### config.mk
export PLATFORM = sky130hd
export DESIGN_NAME = turret_button_scheduler
export DESIGN_NICKNAME = d
export VERILOG_FILES = /design/src/rtl/turret_button_scheduler.sv
export SDC_FILE = /design/constraint.sdc
export NUM_CORES = 1
export LEC_CHECK = 0
export ABC_CLOCK_PERIOD_IN_PS = 4700
export BUFFER_PORTS_ARGS = -buffer_cell sky130_fd_sc_hd__clkbuf_2
export CORE_UTILIZATION = 60
export CTS_BUF_LIST = sky130_fd_sc_hd__clkbuf_16
export DETAILED_ROUTE_END_ITERATION = 8
export PLACE_DENSITY = 0.77
export SYNTH_ARGS = -nofsm -noshare
export SYNTH_HDL_FRONTEND = slang
export SYNTH_SLANG_ARGS = --single-unit
### constraint.sdc
create_clock -name fclk -period 4.7 [get_ports fclk]
set_input_delay 0 -clock fclk [delete_from_list [all_inputs] [get_ports fclk]]
set_output_delay 0 -clock fclk [all_outputs]
set_load 0.01 [all_outputs]
### src/rtl/turret_button_scheduler.sv
// Turret button front-end: tick-sampled debounce, per-button press/hold/repeat
// FSMs, one-deep pending slots and a round-robin arbiter onto a valid/ready port.
module turret_button_scheduler #(
  parameter int N_BTN = 5,
  parameter int DIV = 2,
  parameter int DEB_LEN = 8,
  parameter int HOLD_DLY = 30,
  parameter int RPT_PER = 6,
  parameter logic [N_BTN-1:0] REPEAT_MASK = 5'b01111,
  localparam int ID_W = (N_BTN > 1) ? $clog2(N_BTN) : 1
) (
  input  logic             fclk,
  input  logic             reset,
  input  logic [N_BTN-1:0] in_button,
  output logic             cmd_valid,
  input  logic             cmd_ready,
  output logic [ID_W-1:0]  cmd_id,
  output logic             cmd_repeat,
  output logic [N_BTN-1:0] btn_level,
  output logic             drop_pulse
);

  localparam int DIV_W = (DIV > 1) ? $clog2(DIV) : 1;
  localparam int CNT_MAX = (HOLD_DLY > RPT_PER) ? HOLD_DLY : RPT_PER;
  localparam int CNT_W = (CNT_MAX > 1) ? $clog2(CNT_MAX) : 1;
  localparam logic [DIV_W-1:0] DIV_LAST = DIV_W'(DIV - 1);
  localparam logic [CNT_W-1:0] HOLD_LAST = CNT_W'(HOLD_DLY - 1);
  localparam logic [CNT_W-1:0] RPT_LAST = CNT_W'(RPT_PER - 1);

  typedef enum logic [1:0] {
    S_IDLE = 2'd0,
    S_WAIT = 2'd1,
    S_RPT  = 2'd2
  } state_t;

  // Index base+k modulo N_BTN; base and k are both below N_BTN.
  function automatic logic [ID_W-1:0] wrap_inc(input logic [ID_W-1:0] base, input int k);
    int s;
    s = int'(base) + k;
    if (s >= N_BTN) s = s - N_BTN;
    return ID_W'(s);
  endfunction

  logic [DIV_W-1:0]   div_q, div_d;
  logic               tick;
  logic [DEB_LEN-1:0] hist_q [N_BTN];
  logic [DEB_LEN-1:0] hist_d [N_BTN];
  logic [N_BTN-1:0]   level_q, level_d;
  state_t             st_q [N_BTN];
  state_t             st_d [N_BTN];
  logic [CNT_W-1:0]   cnt_q [N_BTN];
  logic [CNT_W-1:0]   cnt_d [N_BTN];
  logic [N_BTN-1:0]   ev, ev_rpt;
  logic [N_BTN-1:0]   pend_q, pend_d, pend_rpt_q, pend_rpt_d;
  logic [N_BTN-1:0]   grant;
  logic               drop_any;
  logic [ID_W-1:0]    sel;
  logic               found, load;
  logic               valid_q, valid_d, rep_q, rep_d;
  logic [ID_W-1:0]    id_q, id_d, rr_q, rr_d;

  assign tick = (div_q == DIV_LAST);

  always_comb begin
    div_d = tick ? '0 : div_q + 1'b1;
  end

  // Debounce: level flips only on a full run of equal samples.
  always_comb begin
    level_d = level_q;
    for (int i = 0; i < N_BTN; i++) begin
      hist_d[i] = tick ? {hist_q[i][DEB_LEN-2:0], in_button[i]} : hist_q[i];
      if (&hist_d[i]) level_d[i] = 1'b1;
      else if (~|hist_d[i]) level_d[i] = 1'b0;
    end
  end

  always_comb begin
    ev = '0;
    ev_rpt = '0;
    for (int i = 0; i < N_BTN; i++) begin
      st_d[i] = st_q[i];
      cnt_d[i] = cnt_q[i];
      case (st_q[i])
        S_IDLE: begin
          if (level_q[i]) begin
            ev[i] = 1'b1;
            st_d[i] = S_WAIT;
            cnt_d[i] = '0;
          end
        end
        S_WAIT: begin
          if (tick) begin
            if (!level_q[i]) begin
              st_d[i] = S_IDLE;
            end else if (REPEAT_MASK[i] && (cnt_q[i] == HOLD_LAST)) begin
              ev[i] = 1'b1;
              ev_rpt[i] = 1'b1;
              cnt_d[i] = '0;
              st_d[i] = S_RPT;
            end else if (REPEAT_MASK[i]) begin
              cnt_d[i] = cnt_q[i] + 1'b1;
            end
          end
        end
        S_RPT: begin
          if (tick) begin
            if (!level_q[i]) begin
              st_d[i] = S_IDLE;
            end else if (cnt_q[i] == RPT_LAST) begin
              ev[i] = 1'b1;
              ev_rpt[i] = 1'b1;
              cnt_d[i] = '0;
            end else begin
              cnt_d[i] = cnt_q[i] + 1'b1;
            end
          end
        end
        default: st_d[i] = S_IDLE;
      endcase
    end
  end

  // Round-robin pick: first pending slot at or after the pointer.
  always_comb begin
    sel = '0;
    found = 1'b0;
    grant = '0;
    for (int k = 0; k < N_BTN; k++) begin
      if (!found && pend_q[wrap_inc(rr_q, k)]) begin
        found = 1'b1;
        sel = wrap_inc(rr_q, k);
      end
    end
    load = found & (~valid_q | cmd_ready);
    for (int i = 0; i < N_BTN; i++) begin
      grant[i] = load & (sel == ID_W'(i));
    end
  end

  // A slot being granted this cycle may be refilled without loss.
  always_comb begin
    pend_d = pend_q;
    pend_rpt_d = pend_rpt_q;
    drop_any = 1'b0;
    for (int i = 0; i < N_BTN; i++) begin
      if (ev[i]) begin
        if (pend_q[i] && !grant[i]) begin
          drop_any = 1'b1;
        end else begin
          pend_d[i] = 1'b1;
          pend_rpt_d[i] = ev_rpt[i];
        end
      end else if (grant[i]) begin
        pend_d[i] = 1'b0;
      end
    end
  end

  always_comb begin
    valid_d = valid_q;
    id_d = id_q;
    rep_d = rep_q;
    rr_d = rr_q;
    if (load) begin
      valid_d = 1'b1;
      id_d = sel;
      rep_d = pend_rpt_q[sel];
      rr_d = wrap_inc(sel, 1);
    end else if (cmd_ready) begin
      valid_d = 1'b0;
    end
  end

  always_ff @(posedge fclk) begin
    if (reset) begin
      div_q <= '0;
      level_q <= '0;
      pend_q <= '0;
      pend_rpt_q <= '0;
      valid_q <= 1'b0;
      id_q <= '0;
      rep_q <= 1'b0;
      rr_q <= '0;
      for (int i = 0; i < N_BTN; i++) begin
        hist_q[i] <= '0;
        st_q[i] <= S_IDLE;
        cnt_q[i] <= '0;
      end
    end else begin
      div_q <= div_d;
      level_q <= level_d;
      pend_q <= pend_d;
      pend_rpt_q <= pend_rpt_d;
      valid_q <= valid_d;
      id_q <= id_d;
      rep_q <= rep_d;
      rr_q <= rr_d;
      for (int i = 0; i < N_BTN; i++) begin
        hist_q[i] <= hist_d[i];
        st_q[i] <= st_d[i];
        cnt_q[i] <= cnt_d[i];
      end
    end
  end

  assign cmd_valid = valid_q;
  assign cmd_id = id_q;
  assign cmd_repeat = rep_q;
  assign btn_level = level_q;
  assign drop_pulse = drop_any & ~reset;

endmodule

After elaboration in Yosys (flattened, before gate mapping)

Memories as Yosys holds them, arrays and structs flattened.
Cells that the tools add are included.

Register bits after elaboration: 24
RAM bits: 75
Input bits: 8
Output and inout bits: 11
Word-level logic and storage cells: 366
Memories kept: 3

Add/sub/neg operators: 17
$lt $le $gt $ge: 12
Equal/unequal tests: 33
Mux-type cells: 199
Bitwise logic cells: 30
Reductions and logical operators: 52

Memory list:

| name   | words | width | rd ports | clocked after Yosys merged registers in | wr ports | RTL line | source |
|---|---|---|---|---|---|---|---|
| hist_q | 5     | 8     | 5        | 0                                       | 5        | 46       | `logic [DEB_LEN-1:0] hist_q [N_BTN];` |
| cnt_q  | 5     | 5     | 5        | 0                                       | 5        | 51       | `logic [CNT_W-1:0] cnt_q [N_BTN];` |
| st_q   | 5     | 2     | 5        | 0                                       | 5        | 49       | `state_t st_q [N_BTN];` |

Operator list:

| kind                                                                  | number |
|---|---|
| 5-bit 2-to-1 mux                                                      | 37 |
| 1-bit 2-to-1 mux                                                      | 84 |
| 8-bit 2-to-1 mux                                                      | 10 |
| 2-bit 2-to-1 mux                                                      | 32 |
| 5-bit one-hot mux with 3 select lines                                 | 4 |
| 8-bit AND reduction                                                   | 5 |
| 8-bit OR reduction                                                    | 5 |
| 3-bit 2-to-1 mux                                                      | 11 |
| 5-bit by 1-bit adder with 5-bit output, second input constant         | 5 |
| 5-bit by 3-bit equality test with 1-bit output, second input constant | 5 |
| 3-bit by 4-bit < comparator with 1-bit output, second input constant  | 6 |
| 2-bit one-hot mux with 3 select lines                                 | 4 |
| 5-bit equality test, second input constant                            | 4 |
| 4-bit by 3-bit >= comparator with 1-bit output, second input constant | 5 |
| 2-bit inequality test, second input constant                          | 10 |
| 2-bit AND reduction                                                   | 10 |
| 1-bit binary-select mux with 3-bit select                             | 6 |
| 3-bit subtractor, second input constant                               | 6 |
| 1-bit OR                                                              | 16 |
| 1-bit one-hot mux with 3 select lines                                 | 4 |
| 2-bit nonzero test                                                    | 6 |
| 2-bit by 1-bit equality test with 1-bit output, second input constant | 5 |
| 2-bit equality test, second input constant                            | 5 |
| 2-bit zero test                                                       | 5 |
| other kinds (17)                                                      | 53 |

Logic depth before layout (Yosys ltp)

Depth after elaboration: 32
Depth in mapped cells: 21

Least setup slack after synthesis

OpenSTA, ideal clock, no wires.

Kind: reg2reg
Start: reg rr_q[1]
End: reg rr_q[1]
Arrival time: 4.107 ns
Required time: 4.579 ns
Slack: 0.472 ns
Stages on the path, launching flop included: 19
Buffers on the path: 2
Period minus slack after synthesis: 4.228 ns
Path through: dfxtp_1 > clkbuf_1 > inv_1 > ha_1 > ha_1 > buf_2 > a21oi_1 > mux4_2 > o221a_2 > a311oi_1 > o2bb2ai_2 > nand2_1 > inv_1 > ha_1 > ha_1 > a21oi_1 > nor2_1 > a31oi_1 > a21oi_1

Cells in the longest elaborated chain, start to end: 20

Ends and longest elaborated chain:

| item                                                                               | RTL line | source |
|---|---|---|
| start: declaration                                                                 | 60       | `logic [ID_W-1:0] id_q, id_d, rr_q, rr_d;` |
| start signal: assignment                                                           | 198      | `rr_q <= rr_d;` |
| branches (longest 16 deep; another with 3-bit by 1-bit adder with 4-bit output)    | -        |  |
| 3-bit 2-to-1 mux (*)                                                               | 130      | `if (!found && pend_q[wrap_inc(rr_q, k)]) begin` |
| net sel[1]                                                                         | 57       | `logic [ID_W-1:0] sel;` |
| 3-bit by 1-bit adder with 4-bit output (*)                                         | 39       | `s = int'(base) + k;` |
| 4-bit by 3-bit >= comparator with 1-bit output or 3-bit subtractor (tied branches) | 40       | `if (s >= N_BTN) s = s - N_BTN;` |
| 3-bit 2-to-1 mux (*)                                                               | 40       |  |

Mark *: on every way through the listed nets, which the timed path passes. The select of a mux whose other input is x is not followed.
A chain may end at the register's enable or synchronous reset.

Worst setup path in the final report

Start: reg rr_q[1]
End: out drop_pulse

Cells in the longest elaborated chain, start to end: 32

Ends and longest elaborated chain:

| item                                                                            | RTL line | source |
|---|---|---|
| branches (longest 16 deep; another with 3-bit by 1-bit adder with 4-bit output) | -        |  |
| 3-bit 2-to-1 mux (*)                                                            | 130      |  |
| net sel[1]                                                                      | 57       |  |
| 3-bit zero test                                                                 | 137      | `grant[i] = load & (sel == ID_W'(i));` |
| 1-bit AND                                                                       | 137      |  |
| 1-bit zero test                                                                 | 148      | `if (pend_q[i] && !grant[i]) begin` |
| 1-bit logical AND                                                               | 148      |  |
| 1-bit 2-to-1 mux                                                                | 148      |  |
| [2 not listed]                                                                  | -        |  |
| 1-bit 2-to-1 mux                                                                | 147      | `if (ev[i]) begin` |
| 1-bit 2-to-1 mux                                                                | 148      |  |
| 1-bit 2-to-1 mux                                                                | 147      |  |
| 1-bit 2-to-1 mux                                                                | 148      |  |
| 1-bit 2-to-1 mux                                                                | 147      |  |
| 1-bit 2-to-1 mux                                                                | 148      |  |
| 1-bit 2-to-1 mux (*)                                                            | 147      |  |
| 1-bit AND (*)                                                                   | 211      | `assign drop_pulse = drop_any & ~reset;` |
| end: declaration                                                                | 20       | `output logic drop_pulse` |

Marks and branches as above.

==> flow_metrics.py <==
metrics = {
    "clock_tree": {
        "path_clk_slew_ns": 0.06,
        "cts_root_buf": "clkbuf_16",
        "cts.sinks": 92,
        "cts_buffers": 9,
        "htreeDepth": 3,
        "max-clock-path-buffers": 2,
        "insertion_delay_ns": 0.34,
        "cts_tree": "built",
    },
    "setup_path": {
        "cpLargestDelayFamily": "compound AO/OA/AOI/OAI gates",
        "worstPathArrival_ns": 4.45,
        "worstSetupStartpointType": "flop",
        "crit_slowest_cell": "a221oi_2",
        "cp_max_fo": 8,
        "path_buf_inv": 3,
        "cpMostUsedCell": "ha_1",
        "endpoint_kind": "primary output",
        "critPathMaxStageDelay_ns": 0.59,
        "required_ns": 4.70,
        "path_class": "reg -> out",
        "crit_chain": "inv_1 > ha_1 > a221oi_2 > mux2i_1 > o22ai_2 > a211oi_4 > o21ai_1 > o2bb2ai_2 > nand2_1 > inv_1 > ha_1 > ha_1 > nand2_1 > o21ai_2 > a2bb2oi_1 > a41oi_2 > clkbuf_2",
    },
    "sta": {
        "slew_headroom_pct": 43.87,
        "drv_slew": 0,
        "finalHoldViolations": 0,
        "min_period_over_period_pct": 94.68,
        "fin_crit_ns": 4.450,
        "worst_pin_slew_ns": 0.8401,
        "layout_setup_ws_ns": 0.2501,
        "max_clock_freq_mhz": 224.7,
        "setup_violations": 0,
        "rsz0062_at_grt": "false",
        "fin_hold_ws_ns": 0.02951,
        "timing.setup.tns_ns": 0,
        "skew_ns": 0.008119,
    },
    "pwr": {
        "ir_drop_uv": 250.0,
        "powerDensity_mw_per_mm2": 369.9,
        "p_switching_uw": 882.6,
        "pwr-share-clk_pct": 26.8,
        "leakage_uw": 0.002573,
        "pwr-share-seq_pct": 34.2,
        "sw_frac_of_total_pct": 36.21,
        "internal-power_uw": 1555,
        "pwr-share-comb_pct": 39.1,
    },
    "synthesis": {
        "yosysTopAreaCell": "dfxtp_1",
        "syn_inst": 736,
        "syn_avg_cell_area_um2": 8.187,
        "synth_seq_cells": 92,
        "synth.area.top_cells": "dfxtp_1, ha_1, mux2i_1",
        "ys.flop_type": "dfxtp_1",
        "syn_area_mm2": 0.006026,
        "async_flop_share_pct": 0,
        "synth.yosys.seq_area_share_pct": 30.56,
        "syn_nets": 785,
        "synth_top_area_share_pct": 30.56,
        "synth_cell_type_count": 82,
        "synth_edf_count": 0,
        "yosys_warnings": 0,
    },
    "global_routing": {
        "antenna_found_initial": 0,
        "grt_pass1_vias": 4847,
        "grt_use_total_pct": 25.97,
        "grt_pass1_wl_mm": 21.69,
        "grt_start_max_net_pins": 73,
        "grt_overflow": 0,
    },
    "status": {
        "status": "completed",
    },
    "die": {
        "die_x_um": 102.2,
        "die_area_mm2": 0.01045,
        "core_mm2": 0.009774,
        "start_util_pct": 61.65,
        "fp.dieH_um": 102.2,
        "num_io_pins": 19,
        "rows": 36,
    },
    "placement": {
        "place_hpwl_mm": 9.336,
        "gp_congestion": 0.9184,
        "pre_cts_ws_ns": 0.1309,
        "io_buffers": 18,
    },
    "drt": {
        "drc_errors": 0,
        "drtAntennaViolNets": 0,
        "vias_per_cell": 5.965,
        "vias": 5285,
        "wl_mm": 13.10,
        "wire_per_inst_um": 14.78,
        "drt_first_pass_iters": 5,
        "drt_iter0_drc": 222,
    },
    "flow_run": {
        "maxCapViolCount": 0,
    },
    "final_layout": {
        "multi_input_area_mm2": 0.003908,
        "synthToLayoutAreaGrowth_pct": 9.344,
        "regArea_mm2": 0.001846,
        "fillers": 814,
        "final_net_count": 798,
        "diodes": 0,
        "drive_above_1_share_pct": 11.95,
    },
    "worst_hold_path": {
        "hold_path.class": "in -> reg",
    },
}
-- layer usage --
metal	share of wire (%)	vias up	GRT usage (%)	routed length, um
li1	-	2650	-	-
met1	47	2499	33.53	6091
met2	48	110	43.16	6319
met3	3.2	26	4.241	423
met4	2.0	0	10.77	261
met5	0	-	0	0
-- what timing repair did --
action / 4_1_cts / 5_1_grt
hold buffers: 4 / 0
endpoints found under the hold margin: 4 / 0
setup endpoints to repair: 1 / 3
buffers inserted: 3 / 1
pin swaps: 2 / 2
resized for setup: 6 / 7
-- power groups by stage --
| stage | Combinational, uW | Clock (uW) | Sequential (uW) |
|---|---|---|---|
| 2_1_floorplan | 708 | 0 | 850 |
| 3_3_place_gp | 872 | 0 | 845 |
| 3_5_place_dp | 891 | 0 | 848 |
| 4_1_cts | 913 | 671 | 831 |
| 5_1_grt | 1030 | 701 | 835 |
| 6_report | 952 | 653 | 833 |
-- synth_stat cells, types with 3 or more instances --
library cell	count
a21oi_1	51
mux4_2	4
o21a_1	6
nand2b_1	17
nor2_1	101
inv_1	45
nor3_1	13
o21bai_1	5
a311oi_1	4
a2bb2oi_1	6
nand2_1	65
clkbuf_1	16
buf_1	6
nor4_1	8
nand4_1	16
xnor2_1	9
or4_1	4
a211oi_1	11
a21o_1	7
buf_2	9
o221ai_1	4
nand3_1	19
or2_2	5
a21boi_0	3
a31oi_1	5
o31ai_1	4
xor2_1	12
nor2b_1	13
o21ai_1	3
and2_1	4
a211o_1	3
a22o_1	3
and4_1	3
mux2i_1	38
o211ai_1	3
o21ai_0	19
ha_1	40
dfxtp_1	92
-- metrics by stage --
| stage | instances | power [uW] | instance area [um^2] | utilization [%] |
|---|---|---|---|---|
| after floorplan | 736 | 1558 | 6026 | - |
| after global placement | 863 | 1718 | 6205 | 63.48 |
| after detailed placement | 863 | 1739 | 6205 | 63.48 |
| after CTS | 885 | 2415 | 6565 | 67.17 |
| after global routing | 886 | 2568 | 6589 | 67.41 |
| final | 886 | 2437 | 6589 | 67.41 |
-- tightest hold or removal path, stage by stage --
cell,delay [ns]
clkbuf_2,0.07
and2_1,0.14
a21oi_1,0.05
nor2_1,0.07
-- area by class of cell --
class / count / share of cell area, %
Multi-Input combinational cell: 565 / 59.31
Inverter: 45 / 2.564
Tap cell: 133 / 2.526
Sequential cell: 92 / 28.01
Timing Repair Buffer: 36 / 3.570
Clock inverter: 6 / 0.6077
Clock buffer: 9 / 3.418
-- sequential cells by signal (all words and copies together) (netlist names) --
register    cells
hist_q         40
cnt_q          20
st_q            9
btn_level       5
pend_q          5
pend_rpt_q      4
cmd_id          3
rr_q            3
cmd_repeat      1
cmd_valid       1
div_q           1
-- kinds of logic after synthesis --
kind of cell,after synthesis,share of synthesized area (%)
AOI/OAI and AO/OA,182,22.51
xor gates and xnor gates,21,3.052
adders and majority gates,41,8.638
buffers and inverters,79,5.357
DFF,92,30.56
muxes,44,8.181
and+or+nand+nor,277,21.70
-- path summary, 6_finish.rpt --
check | cells after the start | start | to | slack (ns)
setup / recovery | 17 | rr_q[1] | drop_pulse | 0.25
hold / removal | 4 | in_button[4] | hist_q[0][32] | 0.03
setup reg to reg | 16 | rr_q[1] | rr_q[1] | 0.41
hold reg to reg | 2 | cmd_id[2] | cmd_id[2] | 0.48
-- cell usage in the layout, fill, tap and decap left out, types with 4 or more instances in the layout --
master         instances
o21bai_1               5
a31oi_1                5
mux2i_1               38
xor2_1                12
nor4_1                 8
inv_1                 44
nand2_1               65
nor3_1                13
nand2b_1              17
or4_1                  4
buf_4                 14
xnor2_1                9
clkbuf_16              9
clkbuf_2              18
ha_1                  38
or2_2                  5
a2bb2oi_1              6
nor2b_1               12
o21ai_0               19
a21o_1                 7
dlygate4sd3_1          4
and2_1                 4
o221ai_1               4
a21oi_1               50
a211oi_1              11
o21a_1                 6
mux4_2                 4
nor2_1               101
nand3_1               19
dfxtp_1               89
nand4_1               16
No activity file was read; power rests on OpenSTA's default activity.
